## src/rtl/ifu_pkg.sv

```systemverilog
// Shared types and constants for the instruction-fetch unit.
package ifu_pkg;

  typedef enum logic [2:0] {
    IDLE  = 3'd0,
    ADDR  = 3'd1,
    DATA  = 3'd2,
    DRAIN = 3'd3,
    HOLD  = 3'd4
  } ifu_state_t;

  localparam logic [1:0]  RESP_OKAY = 2'b00;
  localparam logic [31:0] RESET_PC  = 32'h8000_0000;

  function automatic logic is_misaligned(input logic [1:0] pc_lsb);
    return (pc_lsb != 2'b00);
  endfunction

endpackage

```

## src/rtl/ifu_sat_counter.sv

```systemverilog
// Saturating up-counter used to count fetch stall cycles.
module ifu_sat_counter #(
  parameter int CNT_W = 32
) (
  input  logic             clk,
  input  logic             reset,
  input  logic             inc,
  output logic [CNT_W-1:0] value
);

  logic [CNT_W-1:0] value_r;

  // count up on inc, sticking at all-ones
  always_ff @(posedge clk or posedge reset) begin
    if (reset) begin
      value_r <= '0;
    end else if (inc && (value_r != {CNT_W{1'b1}})) begin
      value_r <= value_r + {{(CNT_W-1){1'b0}}, 1'b1};
    end
  end

  assign value = value_r;

endmodule

```

## src/rtl/ifu_fetch.sv

```systemverilog
// Instruction-fetch stage: PC handshake in, one AXI4-Lite-style read per PC,
// instruction/fault handshake out, with flush-and-drain redirect support.
module ifu_fetch
  import ifu_pkg::*;
#(
  parameter int ADDR_W = 32,
  parameter int DATA_W = 32,
  parameter int CNT_W  = 32
) (
  input  logic              clk,
  input  logic              reset,
  input  logic              pc_valid,
  output logic              pc_ready,
  input  logic [ADDR_W-1:0] pc,
  output logic              inst_valid,
  input  logic              inst_ready,
  output logic [DATA_W-1:0] inst,
  output logic [ADDR_W-1:0] inst_pc,
  output logic              inst_fault,
  input  logic              flush,
  output logic              mem_arvalid,
  input  logic              mem_arready,
  output logic [ADDR_W-1:0] mem_araddr,
  input  logic              mem_rvalid,
  output logic              mem_rready,
  input  logic [DATA_W-1:0] mem_rdata,
  input  logic [1:0]        mem_rresp,
  output logic [CNT_W-1:0]  stall_cnt
);

  ifu_state_t        state_r, state_s;
  logic [ADDR_W-1:0] req_pc_r;
  logic              drop_r, drop_s;
  logic [DATA_W-1:0] inst_r;
  logic [ADDR_W-1:0] inst_pc_r;
  logic              inst_fault_r;
  logic              pc_ready_s, inst_valid_s, load_pc_s, cap_mis_s, cap_mem_s;
  logic              pc_mis_s, stall_s;

  assign pc_mis_s = is_misaligned(pc[1:0]);

  // next state, handshake readiness and capture strobes
  always_comb begin
    state_s      = state_r;
    pc_ready_s   = 1'b0;
    inst_valid_s = 1'b0;
    load_pc_s    = 1'b0;
    cap_mis_s    = 1'b0;
    cap_mem_s    = 1'b0;
    case (state_r)
      IDLE: begin
        pc_ready_s = 1'b1;
        if (pc_valid) begin
          load_pc_s = 1'b1;
          cap_mis_s = pc_mis_s;
          state_s   = pc_mis_s ? HOLD : ADDR;
        end else begin
          state_s = IDLE;
        end
      end
      ADDR: begin
        // a flush coinciding with arready must still drain the response
        if (mem_arready) begin
          state_s = (drop_r || flush) ? DRAIN : DATA;
        end else begin
          state_s = ADDR;
        end
      end
      DATA: begin
        if (mem_rvalid) begin
          if (flush) begin
            state_s = IDLE;
          end else begin
            cap_mem_s = 1'b1;
            state_s   = HOLD;
          end
        end else if (flush) begin
          state_s = DRAIN;
        end else begin
          state_s = DATA;
        end
      end
      DRAIN: begin
        if (mem_rvalid) begin
          state_s = IDLE;
        end else begin
          state_s = DRAIN;
        end
      end
      HOLD: begin
        inst_valid_s = !flush;
        if (flush) begin
          state_s = IDLE;
        end else if (inst_ready) begin
          pc_ready_s = 1'b1;
          if (pc_valid) begin
            load_pc_s = 1'b1;
            cap_mis_s = pc_mis_s;
            state_s   = pc_mis_s ? HOLD : ADDR;
          end else begin
            state_s = IDLE;
          end
        end else begin
          state_s = HOLD;
        end
      end
      default: begin
        state_s = IDLE;
      end
    endcase
  end

  assign drop_s  = (state_r == ADDR) && !mem_arready && (drop_r || flush);
  assign stall_s = (state_r == ADDR) || (state_r == DATA) || (state_r == DRAIN);

  // state, request address and pending-drop registers
  always_ff @(posedge clk or posedge reset) begin
    if (reset) begin
      state_r  <= IDLE;
      req_pc_r <= '0;
      drop_r   <= 1'b0;
    end else begin
      state_r <= state_s;
      drop_r  <= drop_s;
      if (load_pc_s) begin
        req_pc_r <= pc;
      end
    end
  end

  // instruction payload register, loaded from memory or from a misaligned pc
  always_ff @(posedge clk or posedge reset) begin
    if (reset) begin
      inst_r       <= '0;
      inst_pc_r    <= '0;
      inst_fault_r <= 1'b0;
    end else if (cap_mem_s) begin
      inst_r       <= (mem_rresp == RESP_OKAY) ? mem_rdata : '0;
      inst_fault_r <= (mem_rresp != RESP_OKAY);
      inst_pc_r    <= req_pc_r;
    end else if (cap_mis_s) begin
      inst_r       <= '0;
      inst_fault_r <= 1'b1;
      inst_pc_r    <= pc;
    end
  end

  ifu_sat_counter #(.CNT_W(CNT_W)) u_stall_cnt (
    .clk   (clk),
    .reset (reset),
    .inc   (stall_s),
    .value (stall_cnt)
  );

  assign pc_ready    = pc_ready_s;
  assign inst_valid  = inst_valid_s;
  assign inst        = inst_r;
  assign inst_pc     = inst_pc_r;
  assign inst_fault  = inst_fault_r;
  assign mem_arvalid = (state_r == ADDR);
  assign mem_araddr  = req_pc_r;
  assign mem_rready  = (state_r == DATA) || (state_r == DRAIN);

endmodule

```

## config.mk

```make
export PLATFORM = sky130hd
export DESIGN_NAME = ifu_fetch
export DESIGN_NICKNAME = d
export VERILOG_FILES = /design/src/rtl/ifu_pkg.sv /design/src/rtl/ifu_sat_counter.sv /design/src/rtl/ifu_fetch.sv
export SDC_FILE = /design/constraint.sdc
export NUM_CORES = 1
export LEC_CHECK = 0
export CORE_AREA = 3 3 118 149
export DETAILED_ROUTE_END_ITERATION = 8
export DIE_AREA = 0 0 121 152
export PLACE_DENSITY = 0.66
export SLEW_MARGIN = 20
export SYNTH_ARGS = -nofsm -noshare
export SYNTH_HDL_FRONTEND = slang
export SYNTH_SLANG_ARGS = --single-unit
```

## constraint.sdc

```tcl
create_clock -name clk -period 4 [get_ports clk]
set_clock_uncertainty 0.1 [all_clocks]
set_input_delay 0.6 -clock clk [delete_from_list [all_inputs] [get_ports clk]]
set_output_delay 0.6 -clock clk [all_outputs]
set_load 0.02 [all_outputs]
```

==> results of run 1 <==
[worst paths after layout]
path | start | end | slack (ps)
max in group asynchronous | reset | mem_araddr[25] | 2380
setup reg to reg | state_r[1] | inst[3] | 1510
min in group asynchronous | reset | u_stall_cnt.value[25] | 450
hold / removal | inst_pc[22] | inst_pc[22] | 390
hold reg to reg | inst_pc[22] | inst_pc[22] | 390
setup / recovery | flush | pc_ready | 970
[cell type report]
class,count,area share (%)
Multi-Input combinational cell,305,26.3
Sequential cell,133,39.1
Clock inverter,14,1.26
Tap cell,216,3.18
Clock buffer,17,5.00
Inverter,4,0.221
Timing Repair Buffer,212,24.9
[cells in the mapped netlist (all sizes together)]
cell,count,share of area (%)
dfrtp,133,59
nand2,50,3.4
o21ai,35,3.1
mux2,34,6.8
mux2i,34,6.0
a22o,33,5.1
xnor2,20,3.1
buf,17,1.5
nand4,16,1.9
nor2,16,1.1
nand3,15,1.5
a21oi,7,0.68
nor3,7,0.79
and3,6,0.68
xor2,6,0.93
clkbuf,4,0.26
inv,4,0.26
nor4,4,1.1
nand2b,3,0.33
nor3b,3,0.49
and2,2,0.24
and4,2,0.33
o21a,2,0.26
a211oi,1,0.13
a21boi,1,0.13
ha,1,0.22
nand3b,1,0.13
nor2b,1,0.15
nor4b,1,0.15
o2111ai,1,0.15
o21ba,1,0.18
o21bai,1,0.13
o32a,1,0.18
[state kept, by name, summed over array words and instances (netlist names)]
register and cells:
inst_pc 32, mem_araddr 32, u_stall_cnt.value 32, inst 32
inst_fault 1, drop_r 1, state_r 3
[report_power, final]
part / switching, mW / total, mW / internal, mW
Sequential: 0.309 / 2.04 / 1.73
Clock: 0.606 / 1.40 / 0.790
Combinational: 1.12 / 2.18 / 1.07
[routing by layer]
layer,global-route usage [%],up-vias,part of all wire (%)
met3,6.62,19,9.1
met4,6.37,0,1.8
met2,29.7,172,50
li1,-,2086,-
met1,20.0,2103,39
met5,0,-,0
[stage by stage]
stage	worst slack (ps)	util, %	cells	cell area, um^2
2_1_floorplan	1650	-	463	5670
6_report	975	52.5	901	8510
5_1_grt	897	52.5	901	8510
3_3_place_gp	945	49.2	870	7980
4_1_cts	923	52.5	901	8510
3_5_place_dp	887	49.2	870	7980
[critical path: cells and delay by family]
family / cells / cell delay [ps]
compound gates: 1 / 370
buf+inv: 2 / 1190
simple gates: 1 / 170
[cells by family after synthesis]
family | count (synthesis) | synth area share (%)
DFF | 133 | 58.7
and+or+nand+nor | 127 | 12.2
AOI/OAI and AO/OA | 83 | 10.0
muxes | 68 | 12.8
xor gates and xnor gates | 26 | 4.02
buffers and inverters | 25 | 2.05
adders and majority gates | 1 | 0.221
==> results.py, run 1 <==
metrics = {
    "status": {
        "outcome": "finished clean",
    },
    "flow_run": {
        "maxCapViolations": 0,
    },
    "worst_setup_path": {
        "timing.critical_path.mode_cell": "sky130_fd_sc_hd__clkdlybuf4s50_1",
        "start_kind": "input pin",
        "data_arrival_time_of_the_critical_path_ps": 2330,
        "path_class": "in -> out",
        "cp_cell_sequence": "clkdlybuf4s50_1 > nand2b_1 > a21boi_0 > clkdlybuf4s50_1",
        "rr_worst_depth": 5,
        "critPathRequiredTime_ps": 3300,
        "worst_setup_path_end_kind": "output pin",
        "cpPeakStageDelay_ps": 700,
        "worstPathMaxFanout": 5,
        "crit_path_top_delay_cell": "sky130_fd_sc_hd__clkdlybuf4s50_1",
    },
    "final_layout": {
        "areaGrowthSynthToFinish_pct": 50.0,
        "antenna_cells": 0,
        "seq_area_um2": 3330,
        "post_route_cells_drive_above_1_share_pct": 13.3,
        "mostFrequentLayoutCell": "sky130_fd_sc_hd__clkdlybuf4s50_1",
        "n_fill_cell": 1404,
        "most_used_cells_in_the_layout_excluding_fill_and_tap_cells": "205 x sky130_fd_sc_hd__clkdlybuf4s50_1, 133 x sky130_fd_sc_hd__dfrtp_1, 48 x sky130_fd_sc_hd__nand2_1, 35 x sky130_fd_sc_hd__o21ai_0",
        "final_nets": 747,
        "multiInputGateArea_um2": 2240,
    },
    "die": {
        "fp-row-count": 52,
        "dieHeight_um": 152,
        "io_pins": 206,
        "core_region_area_um2": 16200,
        "chipWidth_um": 121,
        "dieArea_um2": 18400,
        "floorplan.initialDensity_pct": 35.0,
    },
    "route": {
        "dr_total_vias": 4380,
        "drt.antenna.violating_nets": 0,
        "drt-total-wl_um": 15700,
        "detailedRoute.firstIterationViolations": 195,
        "detailedRoute.firstPassIterationCount": 4,
        "wl_per_cell_um": 17.4,
        "route.detailed.drc": 0,
        "detail_route.vias_per_cell": 4.86,
    },
    "sta": {
        "finalMaxSlewViolations": 0,
        "tightestPinTransition_ps": 864,
        "fmaxAchievable_mhz": 331,
        "rsz0062_at_grt": "no",
        "max_transition_margin_pct": 42.2,
        "final_hold_viol_count": 0,
        "timing.final.crit_period_ps": 3030,
        "finalHoldWorstSlack_ps": 386,
        "setup_total_negative_slack_ps": 0,
        "setup_violations": 0,
        "final.period_utilization_pct": 75.6,
    },
    "logic_synthesis": {
        "total_nets_after_synthesis": 537,
        "synth_seq_cells": 133,
        "synthesis.area_um2": 5670,
        "yosys_warnings": 0,
        "synth_seq_area_share_pct": 58.7,
        "syn_area_per_cell_um2": 12.2,
        "netlist_instances": 463,
        "synth_cell_type_count": 46,
    },
    "min_path": {
        "timing.hold.worst.class": "reg -> reg",
        "hold-path-cell-count": 2,
    },
    "pwr": {
        "power-per-cell-area_nw_per_um2": 661,
        "vdd_drop_max_uv": 272,
        "power.static_leakage_nw": 3.78,
        "p_total_mw": 5.62,
    },
    "clock_network": {
        "post-cts-setup-buffers": 0,
        "clock_path_buffers": 2,
        "cts.repair.resized": 0,
        "tritoncts": "done",
        "cts_root_buf": "sky130_fd_sc_hd__clkbuf_16",
        "clock_insertion_delay_worst_skew_ps": 420,
        "clk_pin_slew_worst_paths_ps": 60,
        "ctsHoldBuffers": 0,
        "cts_made_buffers": 17,
        "cts.htree.levels": 4,
        "numClockSinks": 133,
    },
    "placement": {
        "gpl.final_weighted_congestion": 0.928,
        "io_buffers": 205,
        "dp_hpwl_um": 11700,
    },
    "grt": {
        "antenna_found_initial": 0,
        "grt_first_pass_wirelength_um": 25300,
        "grt_start_max_net_pins": 68,
        "grtUsageTotal_pct": 17.5,
        "first_global_vias": 4727,
        "grt_overflow_total": 0,
    },
}
(Power assumes the default switching activity.)
==> inputs of run 2 (changes only) <==
--- a/config.mk
+++ b/config.mk
@@ -8,7 +8,7 @@
 export CORE_AREA = 3 3 118 149
 export DETAILED_ROUTE_END_ITERATION = 8
 export DIE_AREA = 0 0 121 152
-export PLACE_DENSITY = 0.66
+export PLACE_DENSITY = 0.63
 export SLEW_MARGIN = 20
 export SYNTH_ARGS = -nofsm -noshare
 export SYNTH_HDL_FRONTEND = slang
==> constraint.sdc (replaced) <==
create_clock -name clk -period 3.2 [get_ports clk]
set_clock_uncertainty 0.1 [all_clocks]
set_input_delay 0.48 -clock clk [delete_from_list [all_inputs] [get_ports clk]]
set_output_delay 0.48 -clock clk [all_outputs]
set_load 0.02 [all_outputs]
==> results.py, run 2 (synthesized netlist as in run 1, its figures left out) <==
metrics = {
    "status": {
        "outcome": "finished clean",
    },
    "placement": {
        "dp_hpwl_um": 11600,
        "io_buffers": 205,
        "gpl.final_weighted_congestion": 0.867,
    },
    "sta": {
        "setup_total_negative_slack_ps": 0,
        "max_transition_margin_pct": 45.4,
        "finalMaxSlewViolations": 0,
        "rsz0062_at_grt": "no",
        "final.period_utilization_pct": 86.9,
        "final_hold_viol_count": 0,
        "setup_violations": 0,
        "tightestPinTransition_ps": 819,
        "fmaxAchievable_mhz": 359,
        "timing.final.crit_period_ps": 2780,
    },
    "clock_network": {
        "post-cts-setup-buffers": 0,
        "ctsHoldBuffers": 0,
        "cts.repair.resized": 0,
        "tritoncts": "done",
        "cts.htree.levels": 4,
        "clock_path_buffers": 2,
        "clock_insertion_delay_worst_skew_ps": 410,
        "numClockSinks": 133,
        "cts_root_buf": "sky130_fd_sc_hd__clkbuf_16",
        "cts_made_buffers": 17,
        "clk_pin_slew_worst_paths_ps": 60,
    },
    "route": {
        "wl_met2_um": 8280,
        "detail_route.vias_per_cell": 5.01,
        "route.detailed.drc": 0,
        "dr_total_vias": 4523,
        "detailedRoute.firstIterationViolations": 311,
        "drt-total-wl_um": 16000,
        "drt.antenna.violating_nets": 0,
        "wl_met3_um": 1360,
        "wl_per_cell_um": 17.7,
        "detailedRoute.firstPassIterationCount": 4,
        "drt-met1-wl_um": 6130,
        "topRoutingLayerUsed": "met4",
    },
    "worst_setup_path": {
        "data_arrival_time_of_the_critical_path_ps": 2200,
        "critPathRequiredTime_ps": 2620,
        "path_class": "in -> out",
        "worstPathMaxFanout": 5,
        "cp_cell_sequence": "clkdlybuf4s50_1 > nand2b_1 > a21boi_0 > clkdlybuf4s50_1",
        "crit_path_top_delay_cell": "sky130_fd_sc_hd__clkdlybuf4s50_1",
        "critPathLaunch": "flush",
        "worst_r2r_src": "u_stall_cnt.value[7]",
        "worst_setup_path_end_kind": "output pin",
        "path_delay_family": "buffers and inverters",
        "timing.critical_path.buf_inv": 2,
        "start_kind": "input pin",
        "cpPeakStageDelay_ps": 720,
        "timing.critical_path.mode_cell": "sky130_fd_sc_hd__clkdlybuf4s50_1",
    },
    "final_layout": {
        "n_fill_cell": 1401,
        "antenna_cells": 0,
        "final_nets": 748,
        "post_route_cells_drive_above_1_share_pct": 13.5,
        "most_used_cells_in_the_layout_excluding_fill_and_tap_cells": "205 x sky130_fd_sc_hd__clkdlybuf4s50_1, 133 x sky130_fd_sc_hd__dfrtp_1, 48 x sky130_fd_sc_hd__nand2_1, 35 x sky130_fd_sc_hd__o21ai_0",
        "areaGrowthSynthToFinish_pct": 52.3,
        "mostFrequentLayoutCell": "sky130_fd_sc_hd__clkdlybuf4s50_1",
    },
    "pwr": {
        "power-per-cell-area_nw_per_um2": 859,
        "vdd_drop_max_uv": 400,
        "p_total_mw": 7.42,
        "power.static_leakage_nw": 3.86,
    },
    "flow_run": {
        "maxCapViolations": 0,
    },
    "min_path": {
        "timing.hold.worst.class": "reg -> reg",
        "hold_path.startpoint": "inst_pc[31]",
    },
    "die": {
        "io_pins": 206,
        "chipWidth_um": 121,
        "dieArea_um2": 18400,
        "dieHeight_um": 152,
        "core_region_area_um2": 16200,
        "floorplan.initialDensity_pct": 35.0,
        "fp-row-count": 52,
    },
    "grt": {
        "antenna_found_initial": 0,
        "grt_overflow_total": 0,
        "grt_start_max_net_pins": 134,
        "grtUsageTotal_pct": 17.9,
        "grt_first_pass_wirelength_um": 26000,
        "first_global_vias": 4752,
    },
}
-- run 2: changes by cell type in the layout (fill, tap and decap cells not counted) --
cell	change
sky130_fd_sc_hd__inv_6	+1
sky130_fd_sc_hd__buf_12	+1
sky130_fd_sc_hd__bufinv_16	+4
sky130_fd_sc_hd__clkinvlp_4	-5
sky130_fd_sc_hd__clkbuf_8	+1
-- run 2: power by group --
part,switching [mW],leakage (nW),internal [mW],total [mW]
clock,0.760,0.311,1.33,2.09
sequential,0.370,1.72,2.17,2.54
combinational,1.43,1.83,1.36,2.78
-- run 2: per-stage QoR --
| stage | setup WS (ps) | util (%) | cells | hold WS (ps) | instance area [um^2] |
|---|---|---|---|---|---|
| final | 418 | 53.3 | 903 | 379 | 8630 |
| after global routing | 330 | 53.3 | 903 | 397 | 8630 |
| after CTS | 403 | 53.3 | 903 | 384 | 8630 |
| after detailed placement | 428 | 49.4 | 871 | 370 | 8000 |
| after global placement | 412 | 49.4 | 871 | 365 | 8000 |
| after floorplan | 969 | - | 463 | 365 | 5670 |
-- run 2: final cells by class --
cell class | instances | area, um^2 | area share, %
repair buffers | 213 | 2140 | 24.8
flip-flops and latches | 133 | 3330 | 38.6
multi-input cells | 305 | 2240 | 26.0
clock buffers | 18 | 439 | 5.09
well taps | 216 | 270 | 3.13
clock inverters | 14 | 199 | 2.30
inverters | 4 | 18.8 | 0.217
-- run 2: worst reg2reg max path: cells and delay by family (launching register included) --
| kind | cells | cell delay, ps |
|---|---|---|
| XOR/XNOR | 1 | 150 |
| flip-flops | 1 | 510 |
| AND/OR/NAND/NOR | 4 | 1360 |
-- run 2: final timing paths --
| path | slack, ps | endpoint | cells after the start |
|---|---|---|---|
| hold / removal | 380 | inst_pc[31] | 2 |
| min in group asynchronous | 420 | u_stall_cnt.value[28] | 3 |
| max in group asynchronous | 1880 | u_stall_cnt.value[26] | 3 |
| setup / recovery | 420 | pc_ready | 4 |
| hold reg to reg | 380 | inst_pc[31] | 2 |
| setup reg to reg | 950 | u_stall_cnt.value[27] | 5 |
-- run 2: routing by layer --
| metal | global-route usage, % | vias up |
|---|---|---|
| met5 | 0 | - |
| met4 | 6.10 | 0 |
| li1 | - | 2086 |
| met1 | 20.6 | 2237 |
| met2 | 30.4 | 182 |
| met3 | 6.77 | 18 |
==> inputs of run 3 (changes only) <==
--- a/config.mk
+++ b/config.mk
@@ -6,9 +6,11 @@
 export NUM_CORES = 1
 export LEC_CHECK = 0
 export CORE_AREA = 3 3 118 149
+export CTS_CLUSTER_SIZE = 10
 export DETAILED_ROUTE_END_ITERATION = 8
 export DIE_AREA = 0 0 121 152
 export PLACE_DENSITY = 0.63
+export SETUP_SLACK_MARGIN = 0.5
 export SLEW_MARGIN = 20
 export SYNTH_ARGS = -nofsm -noshare
 export SYNTH_HDL_FRONTEND = slang
==> results.py, run 3 (synthesized netlist as in run 1, its figures left out) <==
metrics = {
    "worst_setup_path": {
        "path_class": "reg -> out",
        "cpPeakStageDelay_ps": 700,
        "worst_r2r_src": "u_stall_cnt.value[7]",
        "cp_cell_sequence": "nor3b_1 > clkdlybuf4s50_1",
        "cp.depth": 2,
        "worst_setup_path_end_kind": "output pin",
        "critPathLaunch": "state_r[0]",
        "critical_path_endpoint": "mem_arvalid",
        "data_arrival_time_of_the_critical_path_ps": 2010,
        "critical_path.reg2reg.endpoint": "u_stall_cnt.value[27]",
        "rrSetupSlack_ps": 960,
        "start_kind": "flip-flop",
        "path_delay_family": "buffers and inverters",
        "timing.critical_path.buf_inv": 1,
        "rr_worst_depth": 5,
        "critPathRequiredTime_ps": 2620,
        "crit_path_top_delay_cell": "sky130_fd_sc_hd__clkdlybuf4s50_1",
        "worstPathMaxFanout": 8,
    },
    "final_layout": {
        "final_nets": 748,
        "antenna_cells": 0,
        "most_used_cells_in_the_layout_excluding_fill_and_tap_cells": "203 x sky130_fd_sc_hd__clkdlybuf4s50_1, 133 x sky130_fd_sc_hd__dfrtp_1, 48 x sky130_fd_sc_hd__nand2_1, 35 x sky130_fd_sc_hd__o21ai_0",
        "fin_area_um2": 8630,
        "post_route_cells_drive_above_1_share_pct": 13.5,
        "mostFrequentLayoutCell": "sky130_fd_sc_hd__clkdlybuf4s50_1",
        "share_of_the_core_filled_with_cells_in_the_final_layout_pct": 53.3,
        "layout.cells.non_filler": 903,
        "areaGrowthSynthToFinish_pct": 52.3,
    },
    "sta": {
        "final.period_utilization_pct": 81.1,
        "finalMaxSlewViolations": 0,
        "setup_total_negative_slack_ps": 0,
        "rsz0062_at_grt": "no",
        "max_transition_margin_pct": 46.1,
        "final_hold_viol_count": 0,
        "setup_violations": 0,
        "timing.final.crit_period_ps": 2590,
        "fmaxAchievable_mhz": 385,
        "tightestPinTransition_ps": 808,
    },
    "pwr": {
        "vdd_drop_max_uv": 400,
        "netSwitchingPower_mw": 2.55,
        "switching_share_pct": 34.5,
        "p_int_mw": 4.85,
        "power-per-cell-area_nw_per_um2": 858,
        "power.static_leakage_nw": 3.88,
        "clkPwrFrac_pct": 28.2,
        "combPwrFrac_pct": 37.5,
        "power.sequential.fraction_pct": 34.3,
    },
    "placement": {
        "dp_hpwl_um": 11600,
        "io_buffers": 205,
        "dp.cells": 871,
        "gpl.final_weighted_congestion": 0.867,
        "placement.cell_area_um2": 8000,
    },
    "clock_network": {
        "numClockSinks": 133,
        "post-cts-setup-buffers": 0,
        "clk_pin_slew_worst_paths_ps": 60,
        "cts_made_buffers": 17,
        "cts.htree.levels": 4,
        "clock_insertion_delay_worst_skew_ps": 410,
        "cts_root_buf": "sky130_fd_sc_hd__clkbuf_16",
        "tritoncts": "done",
        "clock_path_buffers": 2,
    },
    "die": {
        "chipWidth_um": 121,
        "io_pins": 206,
        "floorplan.initialDensity_pct": 35.0,
        "dieArea_um2": 18400,
        "fp-row-count": 52,
        "core_region_area_um2": 16200,
        "dieHeight_um": 152,
    },
    "route": {
        "detailedRoute.firstPassIterationCount": 4,
        "detailedRoute.firstIterationViolations": 338,
        "dr_total_vias": 4508,
        "drt-total-wl_um": 16000,
        "detail_route.vias_per_cell": 4.99,
        "route.detailed.drc": 0,
        "wl_per_cell_um": 17.7,
        "drt.antenna.violating_nets": 0,
    },
    "grt": {
        "most_used_layer_global_route": "met2",
        "grt_start_max_net_pins": 134,
        "first_global_vias": 4747,
        "grt_first_pass_wirelength_um": 26000,
        "antenna_found_initial": 0,
        "global_route.usage.met3_pct": 6.77,
        "grtUsageTotal_pct": 17.9,
        "met2_usage_grt_pct": 30.4,
        "grtUsageMet1_pct": 20.6,
        "grt_overflow_total": 0,
    },
    "min_path": {
        "hold_path.startpoint": "inst_pc[31]",
        "timing.hold.worst.class": "reg -> reg",
    },
    "flow_run": {
        "maxCapViolations": 0,
    },
    "status": {
        "outcome": "finished clean",
    },
}
==> run 3: cell types whose count changed in the layout (fill, tap and decap cells not counted) <==
cell	change
sky130_fd_sc_hd__dlygate4sd2_1	+1
sky130_fd_sc_hd__dlymetal6s2s_1	+1
sky130_fd_sc_hd__clkdlybuf4s50_1	-2
==> run 3: power groups by stage <==
stage | clock network (mW) | registers, mW | logic (mW)
6_report | 2.09 | 2.54 | 2.78
5_1_grt | 2.22 | 2.61 | 2.98
4_1_cts | 2.14 | 2.54 | 2.83
3_5_place_dp | 0 | 2.57 | 2.83
3_3_place_gp | 0 | 2.54 | 2.79
2_1_floorplan | 0 | 3.06 | 0.894
==> run 3: through the flow <==
| stage | hold WS [ps] | setup slack [ps] | total power, mW |
|---|---|---|---|
| floorplan | 365 | 969 | 3.95 |
| global placement | 365 | 412 | 5.32 |
| detailed placement | 370 | 428 | 5.40 |
| CTS | 384 | 519 | 7.51 |
| global route | 397 | 500 | 7.81 |
| finish | 379 | 606 | 7.41 |
==> run 3: how the worst min path moves through the flow <==
stage,endpoint,slack [ps],cells past startpoint
finish,inst_pc[31],380,2
CTS,inst_pc[7],380,2
global route,inst_pc[12],400,2
detailed placement,inst_pc[10],370,2
floorplan,state_r[0],360,2
global placement,inst_pc[10],360,2
==> run 3: area by class of cell <==
type | instances | area, um^2
Timing Repair Buffer | 213 | 2140
Inverter | 4 | 18.8
Multi-Input combinational cell | 305 | 2240
Clock inverter | 14 | 199
Fill cell | 1400 | 7570
Tap cell | 216 | 270
Clock buffer | 18 | 439
Sequential cell | 133 | 3330
==> run 3: timing repair <==
item | 4_1_cts | 5_1_grt
hold buffers | 0 | 0
gates resized for setup | 1 | 1
pin swaps | 0 | 0
endpoints found under the setup margin | 1 | 1
==> run 3: per-layer routing <==
layer	vias to the layer above	wire, um
met1	2234	6150
met4	0	198
met2	173	8330
met5	-	0
li1	2086	-
met3	15	1320
==> run 3: tightest hold or removal path, stage by stage, from the launching register on <==
cell,delay [ps]
sky130_fd_sc_hd__dfrtp_1,340
sky130_fd_sc_hd__nand2_1,50
sky130_fd_sc_hd__o21ai_0,60
